--- src/rtl/argmax_pkg.sv ---
// rtl/argmax_pkg.sv - shared state encoding and index-width helper for argmax_stream
package argmax_pkg;

    localparam logic [0:0] ST_ACC  = 1'b0;
    localparam logic [0:0] ST_HOLD = 1'b1;

    typedef enum logic [0:0] {
        ACC  = ST_ACC,
        HOLD = ST_HOLD
    } argmax_state_e;

    // Index width for a frame of dim elements; never narrower than one bit.
    function automatic int argmax_idx_w(input int dim);
        return (dim > 1) ? $clog2(dim) : 1;
    endfunction

endpackage

--- src/rtl/argmax_lane_reduce.sv ---
// rtl/argmax_lane_reduce.sv - combinational compare tree picking the best lane of one beat (runner-up under ARGMAX_STREAM_RUNNER_UP_EN)
module argmax_lane_reduce #(
    parameter int DATA_W = 32,
    parameter int LANES  = 1,
    localparam int LW    = (LANES > 1) ? $clog2(LANES) : 1
) (
    input  logic [LANES-1:0][DATA_W-1:0] lane_data,
    output logic [DATA_W-1:0]            best_val,
    output logic [LW-1:0]                best_lane
`ifdef ARGMAX_STREAM_RUNNER_UP_EN
    ,
    output logic                         sec_vld,
    output logic [DATA_W-1:0]            sec_val,
    output logic [LW-1:0]                sec_lane
`endif
);

    // Tree is padded to a power of two; padded leaves carry a clear valid bit.
    localparam int P = (LANES > 1) ? (1 << $clog2(LANES)) : 1;
    localparam int N = 2 * P - 1;

    logic              nv1 [N];
    logic [DATA_W-1:0] nm1 [N];
    logic [LW-1:0]     ni1 [N];
    logic              take_right;
`ifdef ARGMAX_STREAM_RUNNER_UP_EN
    logic              nv2 [N];
    logic [DATA_W-1:0] nm2 [N];
    logic [LW-1:0]     ni2 [N];
`endif

    // Heap-ordered tree: node n merges children 2n+1 (lower lanes) and 2n+2; ties keep the lower lane.
    always_comb begin
        take_right = 1'b0;
        for (int n = 0; n < N; n++) begin
            nv1[n] = 1'b0;
            nm1[n] = '0;
            ni1[n] = '0;
`ifdef ARGMAX_STREAM_RUNNER_UP_EN
            nv2[n] = 1'b0;
            nm2[n] = '0;
            ni2[n] = '0;
`endif
        end
        for (int l = 0; l < LANES; l++) begin
            nv1[P-1+l] = 1'b1;
            nm1[P-1+l] = lane_data[l];
            ni1[P-1+l] = LW'(l);
        end
        for (int n = P - 2; n >= 0; n--) begin
            take_right = nv1[2*n+2] &&
                         (!nv1[2*n+1] || ($signed(nm1[2*n+2]) > $signed(nm1[2*n+1])));
            if (take_right) begin
                nv1[n] = 1'b1;
                nm1[n] = nm1[2*n+2];
                ni1[n] = ni1[2*n+2];
            end else begin
                nv1[n] = nv1[2*n+1];
                nm1[n] = nm1[2*n+1];
                ni1[n] = ni1[2*n+1];
            end
`ifdef ARGMAX_STREAM_RUNNER_UP_EN
            if (take_right) begin
                // Left best competes with right runner-up; left wins ties.
                if (nv2[2*n+2] && (!nv1[2*n+1] || ($signed(nm2[2*n+2]) > $signed(nm1[2*n+1])))) begin
                    nv2[n] = 1'b1;
                    nm2[n] = nm2[2*n+2];
                    ni2[n] = ni2[2*n+2];
                end else begin
                    nv2[n] = nv1[2*n+1];
                    nm2[n] = nm1[2*n+1];
                    ni2[n] = ni1[2*n+1];
                end
            end else begin
                // Right best competes with left runner-up; left wins ties.
                if (nv1[2*n+2] && (!nv2[2*n+1] || ($signed(nm1[2*n+2]) > $signed(nm2[2*n+1])))) begin
                    nv2[n] = 1'b1;
                    nm2[n] = nm1[2*n+2];
                    ni2[n] = ni1[2*n+2];
                end else begin
                    nv2[n] = nv2[2*n+1];
                    nm2[n] = nm2[2*n+1];
                    ni2[n] = ni2[2*n+1];
                end
            end
`endif
        end
    end

    assign best_val  = nv1[0] ? nm1[0] : '0;
    assign best_lane = ni1[0];
`ifdef ARGMAX_STREAM_RUNNER_UP_EN
    assign sec_vld   = nv2[0];
    assign sec_val   = nm2[0];
    assign sec_lane  = ni2[0];
`endif

endmodule

--- src/rtl/argmax_stream.sv ---
// rtl/argmax_stream.sv - streaming argmax over DIM signed scores, LANES per beat; ARGMAX_STREAM_RUNNER_UP_EN adds runner-up tracking
module argmax_stream
    import argmax_pkg::*;
#(
    parameter int DATA_W = 32,
    parameter int DIM    = 10,
    parameter int LANES  = 1,
    localparam int IDX_W = argmax_idx_w(DIM)
) (
    input  logic                         clk,
    input  logic                         rst,
    input  logic                         in_valid,
    output logic                         in_ready,
    input  logic [LANES-1:0][DATA_W-1:0] in_data,
    output logic                         out_valid,
    input  logic                         out_ready,
    output logic [IDX_W-1:0]             out_idx,
    output logic [DATA_W-1:0]            out_max,
    output logic [IDX_W-1:0]             out_idx2,
    output logic [DATA_W-1:0]            out_max2
);

    localparam int BEATS = DIM / LANES;
    localparam int CW    = (BEATS > 1) ? $clog2(BEATS) : 1;
    localparam int LW    = (LANES > 1) ? $clog2(LANES) : 1;
    localparam logic [CW-1:0]    LAST_BEAT = CW'(BEATS - 1);
    localparam logic [IDX_W-1:0] LANES_I   = IDX_W'(LANES);

    generate
        if (DIM < 2 || (DIM % LANES) != 0) begin : g_bad_cfg
            $error("argmax_stream: DIM must be >= 2 and a multiple of LANES");
        end
    endgenerate

    argmax_state_e     state;
    logic [CW-1:0]     beat_cnt;
    logic              accept;
    logic              last_beat;
    logic              beat_wins;
    logic [DATA_W-1:0] b_val;
    logic [LW-1:0]     b_lane;
    logic [IDX_W-1:0]  base_idx;
    logic [IDX_W-1:0]  b_idx;

    assign in_ready  = (state == ACC);
    assign out_valid = (state == HOLD);
    assign accept    = in_valid && in_ready;
    assign last_beat = (beat_cnt == LAST_BEAT);
    assign base_idx  = IDX_W'(beat_cnt) * LANES_I;
    assign b_idx     = base_idx + IDX_W'(b_lane);
    assign beat_wins = $signed(b_val) > $signed(out_max);

`ifdef ARGMAX_STREAM_RUNNER_UP_EN
    logic              s_vld;
    logic [DATA_W-1:0] s_val;
    logic [LW-1:0]     s_lane;
    logic [IDX_W-1:0]  s_idx;
    logic              run_vld2;

    assign s_idx = base_idx + IDX_W'(s_lane);

    argmax_lane_reduce #(
        .DATA_W (DATA_W),
        .LANES  (LANES)
    ) u_reduce (
        .lane_data (in_data),
        .best_val  (b_val),
        .best_lane (b_lane),
        .sec_vld   (s_vld),
        .sec_val   (s_val),
        .sec_lane  (s_lane)
    );
`else
    argmax_lane_reduce #(
        .DATA_W (DATA_W),
        .LANES  (LANES)
    ) u_reduce (
        .lane_data (in_data),
        .best_val  (b_val),
        .best_lane (b_lane)
    );
`endif

    // Frame sequencing: count accepted beats, present the result, wait for the consumer.
    always_ff @(posedge clk) begin
        if (rst) begin
            state    <= ACC;
            beat_cnt <= '0;
        end else if (state == ACC) begin
            if (accept) begin
                if (last_beat) begin
                    beat_cnt <= '0;
                    state    <= HOLD;
                end else begin
                    beat_cnt <= beat_cnt + 1'b1;
                end
            end
        end else if (out_ready) begin
            state <= ACC;
        end
    end

    // Running maximum: first beat loads, later beats displace only when strictly greater.
    always_ff @(posedge clk) begin
        if (rst) begin
            out_max <= '0;
            out_idx <= '0;
        end else if (accept && (beat_cnt == '0 || beat_wins)) begin
            out_max <= b_val;
            out_idx <= b_idx;
        end
    end

`ifdef ARGMAX_STREAM_RUNNER_UP_EN
    // Running runner-up: a displaced max or a beat best that beats the old runner-up takes the slot.
    always_ff @(posedge clk) begin
        if (rst) begin
            out_max2 <= '0;
            out_idx2 <= '0;
            run_vld2 <= 1'b0;
        end else if (accept) begin
            if (beat_cnt == '0) begin
                out_max2 <= s_val;
                out_idx2 <= s_idx;
                run_vld2 <= s_vld;
            end else if (beat_wins) begin
                run_vld2 <= 1'b1;
                if (s_vld && ($signed(s_val) > $signed(out_max))) begin
                    out_max2 <= s_val;
                    out_idx2 <= s_idx;
                end else begin
                    out_max2 <= out_max;
                    out_idx2 <= out_idx;
                end
            end else if (!run_vld2 || ($signed(b_val) > $signed(out_max2))) begin
                out_max2 <= b_val;
                out_idx2 <= b_idx;
                run_vld2 <= 1'b1;
            end
        end
    end
`else
    assign out_idx2 = '0;
    assign out_max2 = '0;
`endif

endmodule

--- config.mk ---
export PLATFORM = sky130hd
export DESIGN_NAME = argmax_stream
export DESIGN_NICKNAME = d
export VERILOG_FILES = /design/src/rtl/argmax_pkg.sv /design/src/rtl/argmax_lane_reduce.sv /design/src/rtl/argmax_stream.sv
export SDC_FILE = /design/constraint.sdc
export NUM_CORES = 1
export LEC_CHECK = 0
export ABC_AREA = 1
export CAP_MARGIN = 20
export CORE_MARGIN = 5
export CORE_UTILIZATION = 45
export DETAILED_ROUTE_END_ITERATION = 12
export GPL_ROUTABILITY_DRIVEN = 0
export PLACE_DENSITY_LB_ADDON = 0.25
export SETUP_SLACK_MARGIN = 0.02
export SYNTH_ARGS = -nofsm -noshare
export SYNTH_HDL_FRONTEND = slang
export SYNTH_HIERARCHICAL = 1
export SYNTH_SLANG_ARGS = --single-unit
--- constraint.sdc ---
create_clock -name clk -period 2.7 [get_ports clk]
set_input_delay 0.54 -clock clk [delete_from_list [all_inputs] [get_ports clk]]
set_output_delay 0.54 -clock clk [all_outputs]
set_load 0.005 [all_outputs]
==> results of run 1 <==
==> layer usage <==
metal	vias up	wire length, µm	GRT usage [%]
met5	-	0	0
met1	1259	2890	16.3
met4	0	78	3.42
met2	63	3450	25.5
li1	1465	-	-
met3	6	442	3.41
==> flip-flops by register name (all words and copies together) (netlist names) <==
signal / count
beat_cnt: 4
out_idx: 4
out_valid: 1
out_max: 32
==> critical path, stage by stage <==
cell and delay (ps):
clkdlybuf4s50_1 440, ha_1 320, nand2_1 80, nor2_1 200
nand4_2 130, nor2_2 120, nand2_1 80, nand3_1 110
nand3_4 110, nand2_8 110, buf_12 180, nand3_2 70
nand2_1 80, nor2_2 30
==> power breakdown <==
group	total (mW)	switching (mW)	leakage [nW]	internal (mW)
clock network	0.392	0.208	0.0395	0.184
registers	0.715	0.0489	0.340	0.666
logic	0.703	0.349	1.59	0.354
==> cells by family (layout without fill, tap and decap cells) <==
logic type / after synthesis / count (layout) / synth area share, %
AOI/OAI and AO/OA: 63 / 63 / 10.1
xor gates and xnor gates: 3 / 3 / 0.718
adders and majority gates: 34 / 34 / 11.6
buffers and inverters: 168 / 169 / 29.3
DFF: 41 / 41 / 22.4
other: 2 / 37 / 0.205
and+or+nand+nor: 173 / 173 / 25.6
==> layout make-up <==
class,count,area [µm²]
clock buffer,8,80.1
timing repair buffer,82,861
tap,105,131
sequential,41,821
inverter,79,298
multi-input combinational,310,1900
fill,842,3960
==> Yosys cell counts (all sizes together) <==
cell type,count,share of area [%]
clkbuf,3,0.68
dfxtp,41,22
o21a,2,0.44
o21ai,4,0.55
conb,2,0.21
or2,1,0.17
nand4,2,0.51
clkinv,1,0.10
a311oi,1,0.24
a21o,1,0.21
a21oi,53,8.3
nor2,49,5.4
buf,86,21
inv,78,8.0
o211a,1,0.27
xor2,1,0.24
nand2,80,8.8
nand3,41,11
ha,34,12
a31oi,1,0.17
xnor2,2,0.48
==> cells in the final DEF, fill, tap and decap left out, types with 3 or more instances in the layout <==
| master | Yosys | layout |
|---|---|---|
| buf_12 | 5 | 5 |
| a21oi_2 | 10 | 10 |
| inv_1 | 71 | 71 |
| nor2_2 | 6 | 6 |
| conb_1 | 2 | 37 |
| clkbuf_1 | 1 | 3 |
| dfxtp_1 | 41 | 41 |
| nor2_1 | 43 | 43 |
| nand2_2 | 3 | 3 |
| inv_2 | 7 | 6 |
| nand3_1 | 6 | 6 |
| ha_1 | 34 | 34 |
| nand3_2 | 34 | 34 |
| clkbuf_8 | 1 | 5 |
| nand2_1 | 76 | 76 |
| clkdlybuf4s50_1 | 0 | 73 |
| a21oi_1 | 43 | 43 |
| buf_4 | 69 | 4 |
==> worst max-delay path by stage <==
stage                      startpoint          end  slack [ps]
after global placement    in_data[23]  out_max[18]          10
after CTS                 in_data[23]  out_max[18]         250
final                     in_data[23]  out_max[18]         280
after detailed placement  in_data[23]  out_max[18]         -70
after global routing      in_data[23]   out_max[8]          90
after floorplan           in_data[31]   out_max[9]         530
==> per-stage QoR <==
step,power (mW),instances
after floorplan,1.29,519
after global placement,1.42,617
after detailed placement,1.44,617
after CTS,1.85,625
after global routing,1.96,625
final,1.81,625
==> impl_metrics.toml, run 1 <==
[route]
via_per_inst = 4.47
via_count = 2793
drtPass1Iterations = 4
drt_iter0_markers = 69
wl_per_cell_um = 11.0
ant_nets = 0
wl_mm = 6.87
drc = 0

[global_route]
grt_pass1_wl_mm = 11.6
globalRouteOverflowTotal = 0
grt_max_degree = 31
gr-usage-all-layers_pct = 14.0
antenna_found_initial = 0
grt_pass1_vias = 2638

[critical_path]
crit_arrival_ps = 2620
critPathMaxFanout = 22
critPathCaptureType = "register"
crit_type = "primary input to register"
required_ps = 2890
r2r_setup_slack_ps = 560
r2r_end = "out_max[22]"
start_kind = "primary input"
timing.rr.start = "out_max[11]"
r2r_cells = 13

[power]
power.leakage_nw = 1.97
power_density_nw_per_um2 = 443
ir_worst_vdd_v = 0.000180

[clock_tree]
cts_resized = 0
insertion_delay_ps = 290
cts_tree = "yes"
hold_buffers = 0
clockBufferDepth = 2
cts_buffers = 5
postCtsSetupRepairBufs = 0
cts.sinks = 41
htreeDepth = 2
path_clk_slew_ps = 80
cts.root.buffer_cell = "clkbuf_8"

[timing]
max_freq_mhz = 413
post-route-period-util_pct = 89.8
drv_slew = 0
worst_clock_skew_ps = 5.93
fin_ws_ps = 276
setup_tns_ps = 0
hold_slack_ps = 486
period_minus_slack_ps = 2420
setup_viol = 0
rsz0062_at_grt = "false"
hold_violations = 0

[logic_synthesis]
ys_ff_latch = 41
seq_area_frac_synth_pct = 22.4
synth.yosys.warnings = 6
synth_cell_types = 37
syn_inst = 484
synth_area_um2 = 3660
synth.avg_cell_area_um2 = 7.57

[status]
run_status = "finished clean"

[worst_hold_path]
hp-start = "out_idx[0]"
holdPathEnd = "out_idx[0]"
hold_depth = 2
hp-class = "register to register"

[final_layout]
drive_gt1_share_pct = 15.2
design_area_um2 = 4090
post-route-util_pct = 50.8
syn_to_final_growth_pct = 11.7
finalNetCount = 589
diodes = 0

[die]
rows = 33
io_pins = 110
coreArea_um2 = 8050
start_util_pct = 45.5
die_y_um = 100
die_area_um2 = 10000
die_x_um = 100

[placed_design]
port_buffers = 73
placed_cell_area_um2 = 4010
dp_hpwl_mm = 5.44
dp_worst_setup_slack_ps = -70.1

[job]
maxCapViolCount = 0
Note: power is estimated with default switching activity, not from simulation.
==> run 2, diff against run 1 <==
Settings changed: CELL_PAD_IN_SITES_DETAIL_PLACEMENT set to 1, CELL_PAD_IN_SITES_GLOBAL_PLACEMENT set to 1, CORE_UTILIZATION 45 to 34.
==> run 2 against run 1 <==
Count of clock-buffer cells in the layout down 3; non-clock buffer count unchanged; setup slack better by 5.9 ps; wire length up 20%; critical path depth down 2; global-route usage down 1.0 points; flip-flop and latch count unchanged; die area up 29%; core utilization down 11 points; clock skew up 5.9 ps; largest power group unchanged; highest routed layer unchanged.
==> impl_metrics.toml, run 2 (synthesis results as in run 1) <==
[die]
die_x_um = 114
start_util_pct = 35.2
die_y_um = 114
rows = 37
io_pins = 110
coreArea_um2 = 10400
die_area_um2 = 12900

[power]
power.leakage_nw = 1.97
ir_worst_vdd_v = 0.000189
p_comb_share_pct = 38.5
switching_share_pct = 35.3
seqPwrFrac_pct = 39.0
p_clk_share_pct = 22.5
power_density_nw_per_um2 = 448
power.internal_mw = 1.19
p_sw_uw = 652

[clock_tree]
cts_tree = "yes"
clockBufferDepth = 2
cts.sinks = 41
cts_resized = 0
cts.root.buffer_cell = "clkbuf_8"
cts_buffers = 5
postCtsSetupRepairBufs = 0
insertion_delay_ps = 300
path_clk_slew_ps = 90
hold_buffers = 0
htreeDepth = 2

[global_route]
grt_pass1_vias = 2922
gr-usage-all-layers_pct = 13.0
grt_pass1_wl_mm = 14.0
grt_max_degree = 34
globalRouteOverflowTotal = 0
antenna_found_initial = 0

[route]
via_count = 2867
wl_per_cell_um = 12.6
dr_wl_met3_um = 353
drt_iter0_markers = 92
drc = 0
topRoutingLayerUsed = "met4"
wl_met1_mm = 3.75
drtPass1Iterations = 4
ant_nets = 0
via_per_inst = 4.37
wl_met2_mm = 4.12
wl_mm = 8.27

[final_layout]
layout_commonest_cell = "nand2_1"
seq_area_um2 = 821
largest_reg_flops = 32
post-route-util_pct = 39.6
diodes = 0
largest_register = "out_max"
multi_input_area_um2 = 1900
syn_to_final_growth_pct = 12.6
finalNetCount = 589
layout_common_cells = "nand2_1 (76), clkdlybuf4s50_1 (73), inv_1 (71)"
reg_top3 = "out_max (32), beat_cnt (4), out_idx (4)"
drive_gt1_share_pct = 15.8
design_area_um2 = 4130
fill_cells = 1301

[status]
run_status = "finished clean"

[critical_path]
required_ps = 2900
start_kind = "primary input"
crit_arrival_ps = 2620
critPathCaptureType = "register"
r2r_setup_slack_ps = 520
critPathMaxFanout = 29
crit_type = "primary input to register"

[timing]
hold_violations = 0
drv_slew = 0
rsz0062_at_grt = "false"
setup_tns_ps = 0
post-route-period-util_pct = 89.6
setup_viol = 0
max_freq_mhz = 414
period_minus_slack_ps = 2420
worst_clock_skew_ps = 11.8

[placed_design]
port_buffers = 73
placed_cell_area_um2 = 4040
dp_hpwl_mm = 6.53

[job]
maxCapViolCount = 0

[worst_hold_path]
hp-class = "register to register"
run 2: cell count changes in the layout (fill, tap and decap cells not counted):
cell,change
clkinv_2,+2
clkinvlp_4,+1
clkbuf_1,-3
buf_12,-1
buf_6,+1
run 2: path summary, 6_finish.rpt:
path | start | to | cells past startpoint
setup / recovery | in_data[23] | out_max[28] | 12
setup reg to reg | out_max[23] | out_max[28] | 12
hold / removal | out_idx[2] | out_idx[2] | 2
hold reg to reg | out_idx[2] | out_idx[2] | 2
run 2: worst max-delay path, stage by stage:
cell and delay, ps:
clkdlybuf4s50_1 490, ha_1 250, a21oi_1 200, o21a_1 150, nand2_1 70, a21oi_2 170, nand3_1 140, nand3_4 130
nand2_8 80, buf_12 180, a21oi_1 140, nor2_1 70
run 2: final cells by class:
cell class,instances,share of cell area (%)
multi-input cells,310,46.0
repair buffers,82,20.7
flip-flops and latches,41,19.9
inverters,79,7.22
well taps,136,4.12
clock buffers,5,1.67
clock inverters,3,0.425
run 2: per-stage QoR:
stage | power [mW] | cells | hold WS (ps) | setup WS (ps)
floorplan | 1.29 | 519 | 475 | 527
global placement | 1.43 | 648 | 474 | -27.9
detailed placement | 1.46 | 648 | 479 | -52.5
CTS | 1.89 | 656 | 501 | 276
global route | 2.01 | 656 | 541 | 22.1
finish | 1.85 | 656 | 489 | 282
run 2: power by group through the flow:
stage,sequential (mW),combinational [mW],clock [mW]
floorplan,0.727,0.560,0
global placement,0.733,0.696,0
detailed placement,0.735,0.721,0
CTS,0.722,0.725,0.443
global route,0.731,0.812,0.466
finish,0.720,0.711,0.416
run 2: routing by layer:
metal	global-route usage, %	up-vias
met3	2.60	5
met2	22.8	51
li1	-	1467
met4	2.61	0
met1	16.5	1344
met5	0	-
